`config.mk`:
```
export PLATFORM = sky130hd
export DESIGN_NAME = scoreboard_alu
export DESIGN_NICKNAME = d
export VERILOG_FILES = /design/src/rtl/scoreboard_alu.sv
export SDC_FILE = /design/constraint.sdc
export NUM_CORES = 1
export LEC_CHECK = 0
export ABC_CLOCK_PERIOD_IN_PS = 17450
export BUFFER_PORTS_ARGS = -buffer_cell sky130_fd_sc_hd__buf_2
export CAP_MARGIN = 20
export CORE_AREA = 2 2 245 247
export CTS_CLUSTER_SIZE = 20
export DETAILED_ROUTE_END_ITERATION = 10
export DIE_AREA = 0 0 247 249
export PLACE_DENSITY = 0.72
export SLEW_MARGIN = 20
export SYNTH_ARGS = -nofsm -noshare
export SYNTH_HDL_FRONTEND = slang
export SYNTH_SLANG_ARGS = --single-unit
```
`constraint.sdc`:
```
create_clock -name i_clk -period 17.45 [get_ports i_clk]
set_input_delay 3.49 -clock i_clk [delete_from_list [all_inputs] [get_ports i_clk]]
set_output_delay 3.49 -clock i_clk [all_outputs]
set_load 0.03 [all_outputs]
```
`src/rtl/scoreboard_alu.sv`:
```
// rtl/scoreboard_alu.sv - latency-matched reference scoreboard for the RV32I ALU bench
package alu_pkg;
    typedef enum logic [3:0] {
        ALU_ADD  = 4'd0,
        ALU_SUB  = 4'd1,
        ALU_SLL  = 4'd2,
        ALU_SLT  = 4'd3,
        ALU_SLTU = 4'd4,
        ALU_XOR  = 4'd5,
        ALU_SRL  = 4'd6,
        ALU_SRA  = 4'd7,
        ALU_OR   = 4'd8,
        ALU_AND  = 4'd9
    } ALUSel_e;
endpackage

module scoreboard_alu
    import alu_pkg::*;
#(
    parameter int LATENCY    = 0,
    parameter int CNT_W      = 32,
    parameter int NUM_CHECKS = 1000
) (
    input  logic             i_clk,
    input  logic             i_rst_n,
    input  logic             i_check_en,
    input  logic [31:0]      i_operand_a,
    input  logic [31:0]      i_operand_b,
    input  ALUSel_e          i_alu_op,
    input  logic [31:0]      i_alu_data,
    output logic [CNT_W-1:0] o_pass_cnt,
    output logic [CNT_W-1:0] o_fail_cnt,
    output logic [CNT_W-1:0] o_skip_cnt,
    output logic             o_mismatch,
    output logic             o_done,
    output logic             o_err_valid,
    output ALUSel_e          o_err_op,
    output logic [31:0]      o_err_a,
    output logic [31:0]      o_err_b,
    output logic [31:0]      o_err_exp,
    output logic [31:0]      o_err_got
);

    localparam logic [CNT_W-1:0] CNT_MAX = '1;
    localparam logic [CNT_W:0]   DONE_AT = (CNT_W+1)'(NUM_CHECKS);

    logic        chk_valid;
    logic [31:0] chk_a;
    logic [31:0] chk_b;
    ALUSel_e     chk_op;

    generate
        if (LATENCY > 0) begin : gen_delay
            logic        dl_valid [LATENCY];
            logic [31:0] dl_a     [LATENCY];
            logic [31:0] dl_b     [LATENCY];
            ALUSel_e     dl_op    [LATENCY];

            // Shift the snooped tuple so it lines up with the DUT result; only valid bits need reset
            always_ff @(posedge i_clk) begin
                if (!i_rst_n) begin
                    for (int i = 0; i < LATENCY; i++) dl_valid[i] <= 1'b0;
                end else begin
                    dl_valid[0] <= i_check_en;
                    for (int i = 1; i < LATENCY; i++) dl_valid[i] <= dl_valid[i-1];
                end
                dl_a[0]  <= i_operand_a;
                dl_b[0]  <= i_operand_b;
                dl_op[0] <= i_alu_op;
                for (int i = 1; i < LATENCY; i++) begin
                    dl_a[i]  <= dl_a[i-1];
                    dl_b[i]  <= dl_b[i-1];
                    dl_op[i] <= dl_op[i-1];
                end
            end

            assign chk_valid = dl_valid[LATENCY-1];
            assign chk_a     = dl_a[LATENCY-1];
            assign chk_b     = dl_b[LATENCY-1];
            assign chk_op    = dl_op[LATENCY-1];
        end else begin : gen_live
            assign chk_valid = i_check_en;
            assign chk_a     = i_operand_a;
            assign chk_b     = i_operand_b;
            assign chk_op    = i_alu_op;
        end
    endgenerate

    logic [31:0] exp_res;
    logic        supported;

    // Golden RV32I ALU model on the delayed tuple; unknown encodings flagged as unsupported
    always_comb begin
        exp_res   = 32'h0;
        supported = 1'b1;
        case (chk_op)
            ALU_ADD:  exp_res = chk_a + chk_b;
            ALU_SUB:  exp_res = chk_a - chk_b;
            ALU_XOR:  exp_res = chk_a ^ chk_b;
            ALU_OR:   exp_res = chk_a | chk_b;
            ALU_AND:  exp_res = chk_a & chk_b;
            ALU_SLL:  exp_res = chk_a << chk_b[4:0];
            ALU_SRL:  exp_res = chk_a >> chk_b[4:0];
            ALU_SRA:  exp_res = $signed(chk_a) >>> chk_b[4:0];
            ALU_SLT:  exp_res = {31'h0, $signed(chk_a) < $signed(chk_b)};
            ALU_SLTU: exp_res = {31'h0, chk_a < chk_b};
            default:  supported = 1'b0;
        endcase
    end

    logic             fire;
    logic             pass_hit;
    logic             fail_hit;
    logic             skip_hit;
    logic [CNT_W-1:0] pass_nxt;
    logic [CNT_W-1:0] fail_nxt;
    logic [CNT_W:0]   checked_nxt;

    // Classify this edge's check; case equality so an X/Z DUT result counts as a failure
    always_comb begin
        fire        = chk_valid && !o_done;
        pass_hit    = fire && supported && (i_alu_data === exp_res);
        fail_hit    = fire && supported && !(i_alu_data === exp_res);
        skip_hit    = fire && !supported;
        pass_nxt    = (pass_hit && o_pass_cnt != CNT_MAX) ? o_pass_cnt + CNT_W'(1) : o_pass_cnt;
        fail_nxt    = (fail_hit && o_fail_cnt != CNT_MAX) ? o_fail_cnt + CNT_W'(1) : o_fail_cnt;
        checked_nxt = {1'b0, pass_nxt} + {1'b0, fail_nxt};
    end

    // Statistics, mismatch pulse, done flag and the frozen first-error record
    always_ff @(posedge i_clk) begin
        if (!i_rst_n) begin
            o_pass_cnt  <= '0;
            o_fail_cnt  <= '0;
            o_skip_cnt  <= '0;
            o_mismatch  <= 1'b0;
            o_done      <= 1'b0;
            o_err_valid <= 1'b0;
            o_err_op    <= ALU_ADD;
            o_err_a     <= 32'h0;
            o_err_b     <= 32'h0;
            o_err_exp   <= 32'h0;
            o_err_got   <= 32'h0;
        end else begin
            o_mismatch <= fail_hit;
            o_pass_cnt <= pass_nxt;
            o_fail_cnt <= fail_nxt;
            if (skip_hit && o_skip_cnt != CNT_MAX) o_skip_cnt <= o_skip_cnt + CNT_W'(1);
            if ((pass_hit || fail_hit) && checked_nxt == DONE_AT) o_done <= 1'b1;
            if (fail_hit && !o_err_valid) begin
                o_err_valid <= 1'b1;
                o_err_op    <= chk_op;
                o_err_a     <= chk_a;
                o_err_b     <= chk_b;
                o_err_exp   <= exp_res;
                o_err_got   <= i_alu_data;
            end
        end
    end

endmodule

```
==> impl_metrics.py, run 1 <==
metrics = {
    "clock_tree": {
        "numCtsBuffers": 29,
        "holdBufCountCts": 0,
        "clock_path_buffers": 3,
        "cts_setup_buffers": 0,
        "clk_pin_slew_ns": 0.06,
        "cts_root_buffer": "clkbuf_16",
        "cts_tree": "done",
        "clk_latency_ns": 0.61,
        "cts_htree_levels": 1,
        "cts_num_sinks": 231,
        "ctsResizeCount": 0,
    },
    "sta": {
        "fin_ws_ns": 4.379,
        "hold_slack_ns": 0.4508,
        "setup_viol": 0,
        "fmax_mhz": 76.50,
        "rsz0062_at_grt": "no",
        "finalCritPeriodShare_pct": 74.91,
        "fin_tns_setup_ns": 0,
        "hold_viol": 0,
        "slew_violations": 0,
        "worst_pin_slew_ns": 1.126,
        "max_slew_margin_pct": 24.24,
        "period_minus_slack_ns": 13.07,
        "finClkSkew_ns": 0.009866,
    },
    "final_layout": {
        "postLayoutCellArea_um2": 26620,
        "areaGrowthSynthToFinish_pct": 11.65,
        "fin_cells": 4069,
        "fin_util_pct": 45.37,
        "mostFrequentLayoutCell": "nor2_1",
        "layout.nets": 3517,
        "n_antenna_cell": 0,
        "fillCellCount": 5963,
        "final_cell_mix": "nor2_1, buf_2, nand2_1",
        "drive_gt1_share_pct": 17.08,
    },
    "detailed_routing": {
        "drt-initial-drc-count": 3449,
        "dr_total_vias": 25890,
        "ant_nets": 0,
        "drc_errors": 0,
        "vias_per_cell": 6.362,
        "firstDrtPassIters": 6,
        "wl_um": 102900,
        "wl_per_cell_um": 25.29,
    },
    "placed_design": {
        "placed_cell_area_um2": 25670,
        "routabilityCongestion": 1.066,
        "dp_hpwl_um": 78510,
        "place_ws_ns": 3.884,
        "io_buffers": 333,
        "dp.cells": 4017,
    },
    "synthesis": {
        "synth.avg_cell_area_um2": 7.680,
        "syn_area_um2": 23850,
        "synth-seq-cells": 231,
        "synth_ff_type": "dfxtp_1",
        "synth_edf_count": 0,
        "yosysWarnings": 0,
        "synth_cells": 3105,
        "async_flop_share_pct": 0,
        "synth_cell_types": 92,
        "syn_nets": 3347,
        "ys_seq_area_share_pct": 19.39,
    },
    "run": {
        "drv_cap": 0,
    },
    "pwr": {
        "clockPowerShare_pct": 35.1,
        "p_total_mw": 1.713,
        "pwr-share-seq_pct": 32.4,
        "p_leak_nw": 11.41,
        "p_int_mw": 1.061,
        "switching_share_pct": 38.04,
        "pwr-share-comb_pct": 32.5,
        "vdd_ir_drop_max_uv": 71.48,
        "switchingPower_uw": 651.6,
        "power_density_nw_per_um2": 64.34,
    },
    "worst_setup_path": {
        "crit_type": "primary input to register",
        "start_kind": "primary input",
        "crit_path_max_incr_delay_ns": 0.64,
        "critPathSlowestCell": "clkinv_1",
        "endpoint_kind": "register",
        "critPathMaxFanout": 51,
        "cp.required_ns": 17.97,
        "path_buf_inv": 5,
        "cp_top_family": "compound AO/OA/AOI/OAI gates",
        "worstPathArrival_ns": 13.59,
    },
    "die": {
        "coreArea_um2": 58690,
        "die_area_um2": 61500,
        "num_rows": 89,
        "io_pins": 334,
        "die_h_um": 249,
        "fp.dieW_um": 247,
        "start_util_pct": 40.63,
    },
    "global_routing": {
        "grt_pass1_vias": 23560,
        "grtUsageTotal_pct": 31.97,
        "grt_antenna_before_repair": 6,
        "overflow": 0,
        "grt_pass1_wl_um": 152000,
        "grt_max_degree": 107,
    },
    "hold_path": {
        "hp-class": "register to register",
    },
    "outcome": {
        "outcome": "completed",
    },
}
## area by class of cell
class                   instances  area (µm²)  share of cell area, %
clock buffers                  34       774.5                  2.909
clock inverters                18       175.2                 0.6579
inverters                     137       519.2                  1.950
multi-input cells            2512       17650                  66.31
flip-flops and latches        231        4624                  17.37
well taps                     773       967.2                  3.633
repair buffers                364        1909                  7.171
## worst register-to-register path, cell delays in order (launching register included)
cell and delay [ns]:
dfxtp_1 0.36, and3_1 0.23, and4_1 0.24, and3_1 0.21
and3_1 0.20, nand2_1 0.15, nor2_1 0.09, nand3_1 0.25
o41ai_1 0.15, or4b_2 0.64, nor4_1 0.51, nand4_1 0.20
xnor2_1 0.41, ha_1 0.27, nand2_1 0.07, a32o_1 0.21
a311oi_1 0.24, o2111ai_1 0.18, nor4_1 0.29, nand4_1 0.13
nor4_1 0.24, nand3_1 0.11, a2111oi_0 0.63, o211ai_1 0.21
nor4_1 0.38, nand4_1 0.16, o31ai_1 0.19
## synth_stat cells (26+ instances only)
master	number	area share (%)
a211oi_1	43	1.4
ha_1	136	7.1
or3_1	27	0.71
o21ai_0	143	3.0
o211ai_1	27	0.85
buf_2	26	0.55
xor2_1	59	2.2
mux2i_1	222	9.3
nor3_1	66	1.4
inv_1	135	2.1
nor2b_1	46	1.2
mux2_2	47	2.2
a21oi_1	175	3.7
nand2b_1	71	1.9
nor2_1	342	5.4
o31ai_1	26	0.82
mux4_2	45	4.3
a21o_1	26	0.82
dfxtp_1	231	19
nor4_1	47	1.2
nand4_1	53	1.4
nand2_1	258	4.1
and3_1	42	1.1
clkbuf_1	155	2.4
and2_1	30	0.79
xnor2_1	66	2.4
nand3_1	117	2.5
## registers in the layout (all words and copies together) (netlist names)
register	flops
o_err_valid	1
o_err_b	32
o_done	1
o_mismatch	1
o_err_op	4
o_pass_cnt	32
o_fail_cnt	32
o_err_exp	32
o_err_got	32
o_skip_cnt	32
o_err_a	32
## power by group through the flow
stage	Clock, mW	Combinational (mW)	Sequential (mW)
floorplan	0	0.329	0.603
global placement	0	0.533	0.566
detailed placement	0	0.534	0.567
CTS	0.617	0.536	0.556
global route	0.632	0.585	0.558
finish	0.601	0.556	0.556
## logic make-up after synthesis
group | share of synthesized area [%]
xor+xnor | 4.591
fa+ha+maj | 7.388
compound gates | 21.03
mux | 15.85
flops | 19.39
simple gates | 25.10
buf+inv | 6.653
## layer usage
metal | global-route usage, % | wire, µm
met1 | 44.56 | 43120
met2 | 47.58 | 43310
met3 | 7.498 | 11890
met4 | 11.72 | 4565
met5 | 0 | 34
## worst paths after layout
check | from | end | slack (ns) | depth (start not counted)
setup / recovery | i_operand_b[1] | o_done$_SDFFE_PN0P_ | 4.38 | 33
hold reg to reg | o_err_exp[3]$_SDFFE_PN0P_ | o_err_exp[3]$_SDFFE_PN0P_ | 0.45 | 2
hold / removal | o_err_exp[3]$_SDFFE_PN0P_ | o_err_exp[3]$_SDFFE_PN0P_ | 0.45 | 2
setup reg to reg | o_pass_cnt[8]$_SDFF_PN0_ | o_done$_SDFFE_PN0P_ | 10.40 | 26
(Power assumes the default switching activity.)
==> run 2: changes to the inputs <==
Settings changed: ABC_CLOCK_PERIOD_IN_PS 17450 to 11300, PLACE_DENSITY 0.72 to 0.74.
Clock period 17.45 ns to 11.3 ns, I/O delays scaled along.
==> run 2 against run 1 <==
Net effect: first-iteration DRC count is 19% higher; utilization up 1.2 points; highest routed layer unchanged; final area is 2.6% higher; clock skew rose by 0.0021 ns; register-to-register slack got worse by 6.2 ns.
==> impl_metrics.py, run 2 (synthesis results as in run 1) <==
metrics = {
    "die": {
        "num_rows": 89,
        "die_area_um2": 61500,
        "die_h_um": 249,
        "io_pins": 334,
        "fp.dieW_um": 247,
        "start_util_pct": 40.63,
        "coreArea_um2": 58690,
    },
    "clock_tree": {
        "holdBufCountCts": 0,
        "cts_num_sinks": 231,
        "clk_pin_slew_ns": 0.06,
        "cts_htree_levels": 1,
        "ctsResizeCount": 0,
        "cts_setup_buffers": 0,
        "cts_tree": "done",
        "clk_latency_ns": 0.59,
        "numCtsBuffers": 28,
        "clock_path_buffers": 3,
        "cts_root_buffer": "clkbuf_16",
    },
    "final_layout": {
        "mostFrequentLayoutCell": "nor2_1",
        "fillCellCount": 5859,
        "areaGrowthSynthToFinish_pct": 14.53,
        "drive_gt1_share_pct": 18.81,
        "postLayoutCellArea_um2": 27310,
        "layout.nets": 3587,
        "final_cell_mix": "nor2_1, buf_2, nand2_1",
    },
    "worst_setup_path": {
        "critPathMaxFanout": 13,
        "critPathSlowestCell": "or4b_2",
        "r2r_slack_ns": 4.24,
        "ff2ff_path_depth": 26,
        "cp.required_ns": 11.81,
        "worstPathArrival_ns": 11.52,
        "r2r-end": "o_done$_SDFFE_PN0P_",
        "endpoint_kind": "register",
        "crit_path_max_incr_delay_ns": 0.65,
        "start_kind": "primary input",
        "crit_type": "primary input to register",
        "cpMostUsedCell": "nor4_1",
        "r2r_start": "o_pass_cnt[9]$_SDFF_PN0_",
    },
    "sta": {
        "fmax_mhz": 90.77,
        "finalCritPeriodShare_pct": 97.50,
        "hold_viol": 0,
        "fin_tns_setup_ns": 0,
        "hold_slack_ns": 0.4461,
        "setup_viol": 0,
        "worst_pin_slew_ns": 1.133,
        "finClkSkew_ns": 0.01198,
        "period_minus_slack_ns": 11.02,
        "slew_violations": 0,
        "max_slew_margin_pct": 24.18,
        "rsz0062_at_grt": "no",
    },
    "placed_design": {
        "placed_cell_area_um2": 26270,
        "routabilityCongestion": 1.049,
        "dp_hpwl_um": 84190,
        "io_buffers": 333,
    },
    "pwr": {
        "vdd_ir_drop_max_uv": 106.3,
        "p_total_mw": 2.761,
        "p_leak_nw": 11.83,
        "power_density_nw_per_um2": 101.1,
    },
    "detailed_routing": {
        "ant_nets": 0,
        "firstDrtPassIters": 6,
        "drc_errors": 0,
        "drt-initial-drc-count": 4107,
        "dr_total_vias": 26600,
        "wl_um": 107900,
        "vias_per_cell": 6.423,
        "wl_per_cell_um": 26.06,
    },
    "hold_path": {
        "min_to": "o_err_exp[0]$_SDFFE_PN0P_",
        "hp-class": "register to register",
        "min_from": "o_err_exp[0]$_SDFFE_PN0P_",
        "hold_depth": 2,
    },
    "run": {
        "drv_cap": 0,
    },
    "global_routing": {
        "overflow": 0,
        "grt_pass1_wl_um": 157200,
        "grt_antenna_before_repair": 3,
        "grt_max_degree": 102,
        "grtUsageTotal_pct": 33.41,
        "grt_pass1_vias": 23940,
    },
    "outcome": {
        "outcome": "completed",
    },
}
run 2: cell types whose count changed in the layout (fill, tap and decap cells not counted), sizes merged:
cell	before	now
clkbuf	34	37
inv	139	136
bufinv	1	5
buf	364	435
clkinvlp	8	3
diode	0	2
run 2: routing by layer:
layer | vias to the layer above | track usage, % | part of all wire (%) | routed length (µm)
li1 | 11880 | - | - | -
met1 | 12610 | 46.42 | 41 | 44490
met4 | 2 | 13.94 | 4.9 | 5260
met3 | 323 | 6.313 | 11 | 12180
met5 | - | 0 | 0.014 | 15
met2 | 1781 | 50.24 | 43 | 45980
run 2: critical path: cells and delay by family:
family / cells / cell delay, ns
AO/OA/AOI/OAI: 11 / 3.21
XOR/XNOR: 2 / 0.49
adder cells (fa/ha/maj): 2 / 1.04
AND/OR/NAND/NOR: 11 / 3.49
multiplexers: 1 / 0.47
buffers and inverters: 3 / 0.53
run 2: layout make-up:
type	count	area, µm²	area share, %
Antenna cell	2	5.005	0.01833
Clock buffer	37	804.5	2.946
Clock inverter	14	231.5	0.8476
Inverter	137	519.2	1.901
Multi-Input combinational cell	2512	17650	64.64
Sequential cell	231	4624	16.93
Tap cell	773	967.2	3.541
Timing Repair Buffer	435	2505	9.172
run 2: report_power, final:
group	internal (mW)	switching, mW	total (mW)
registers	0.843	0.0150	0.858
clock network	0.615	0.388	1.00
logic	0.296	0.603	0.899
run 2: stage by stage:
stage / util (%) / worst slack (ns) / cells
global placement: 44.76 / 0.4240 / 4088
global route: 46.53 / 0.1565 / 4140
CTS: 46.53 / 0.7709 / 4139
detailed placement: 44.76 / 0.1673 / 4088
floorplan: - / 1.259 / 3105
finish: 46.54 / 0.2830 / 4141
run 2: worst max path at each step:
| stage | from | endpoint | slack (ns) | cells past startpoint |
|---|---|---|---|---|
| floorplan | i_operand_b[2] | o_done$_SDFFE_PN0P_ | 1.26 | 35 |
| global placement | i_operand_b[1] | o_done$_SDFFE_PN0P_ | 0.42 | 29 |
| detailed placement | i_operand_b[1] | o_done$_SDFFE_PN0P_ | 0.17 | 30 |
| CTS | i_operand_b[1] | o_done$_SDFFE_PN0P_ | 0.77 | 30 |
| global route | i_operand_a[8] | o_done$_SDFFE_PN0P_ | 0.16 | 30 |
| finish | i_operand_a[8] | o_done$_SDFFE_PN0P_ | 0.28 | 30 |
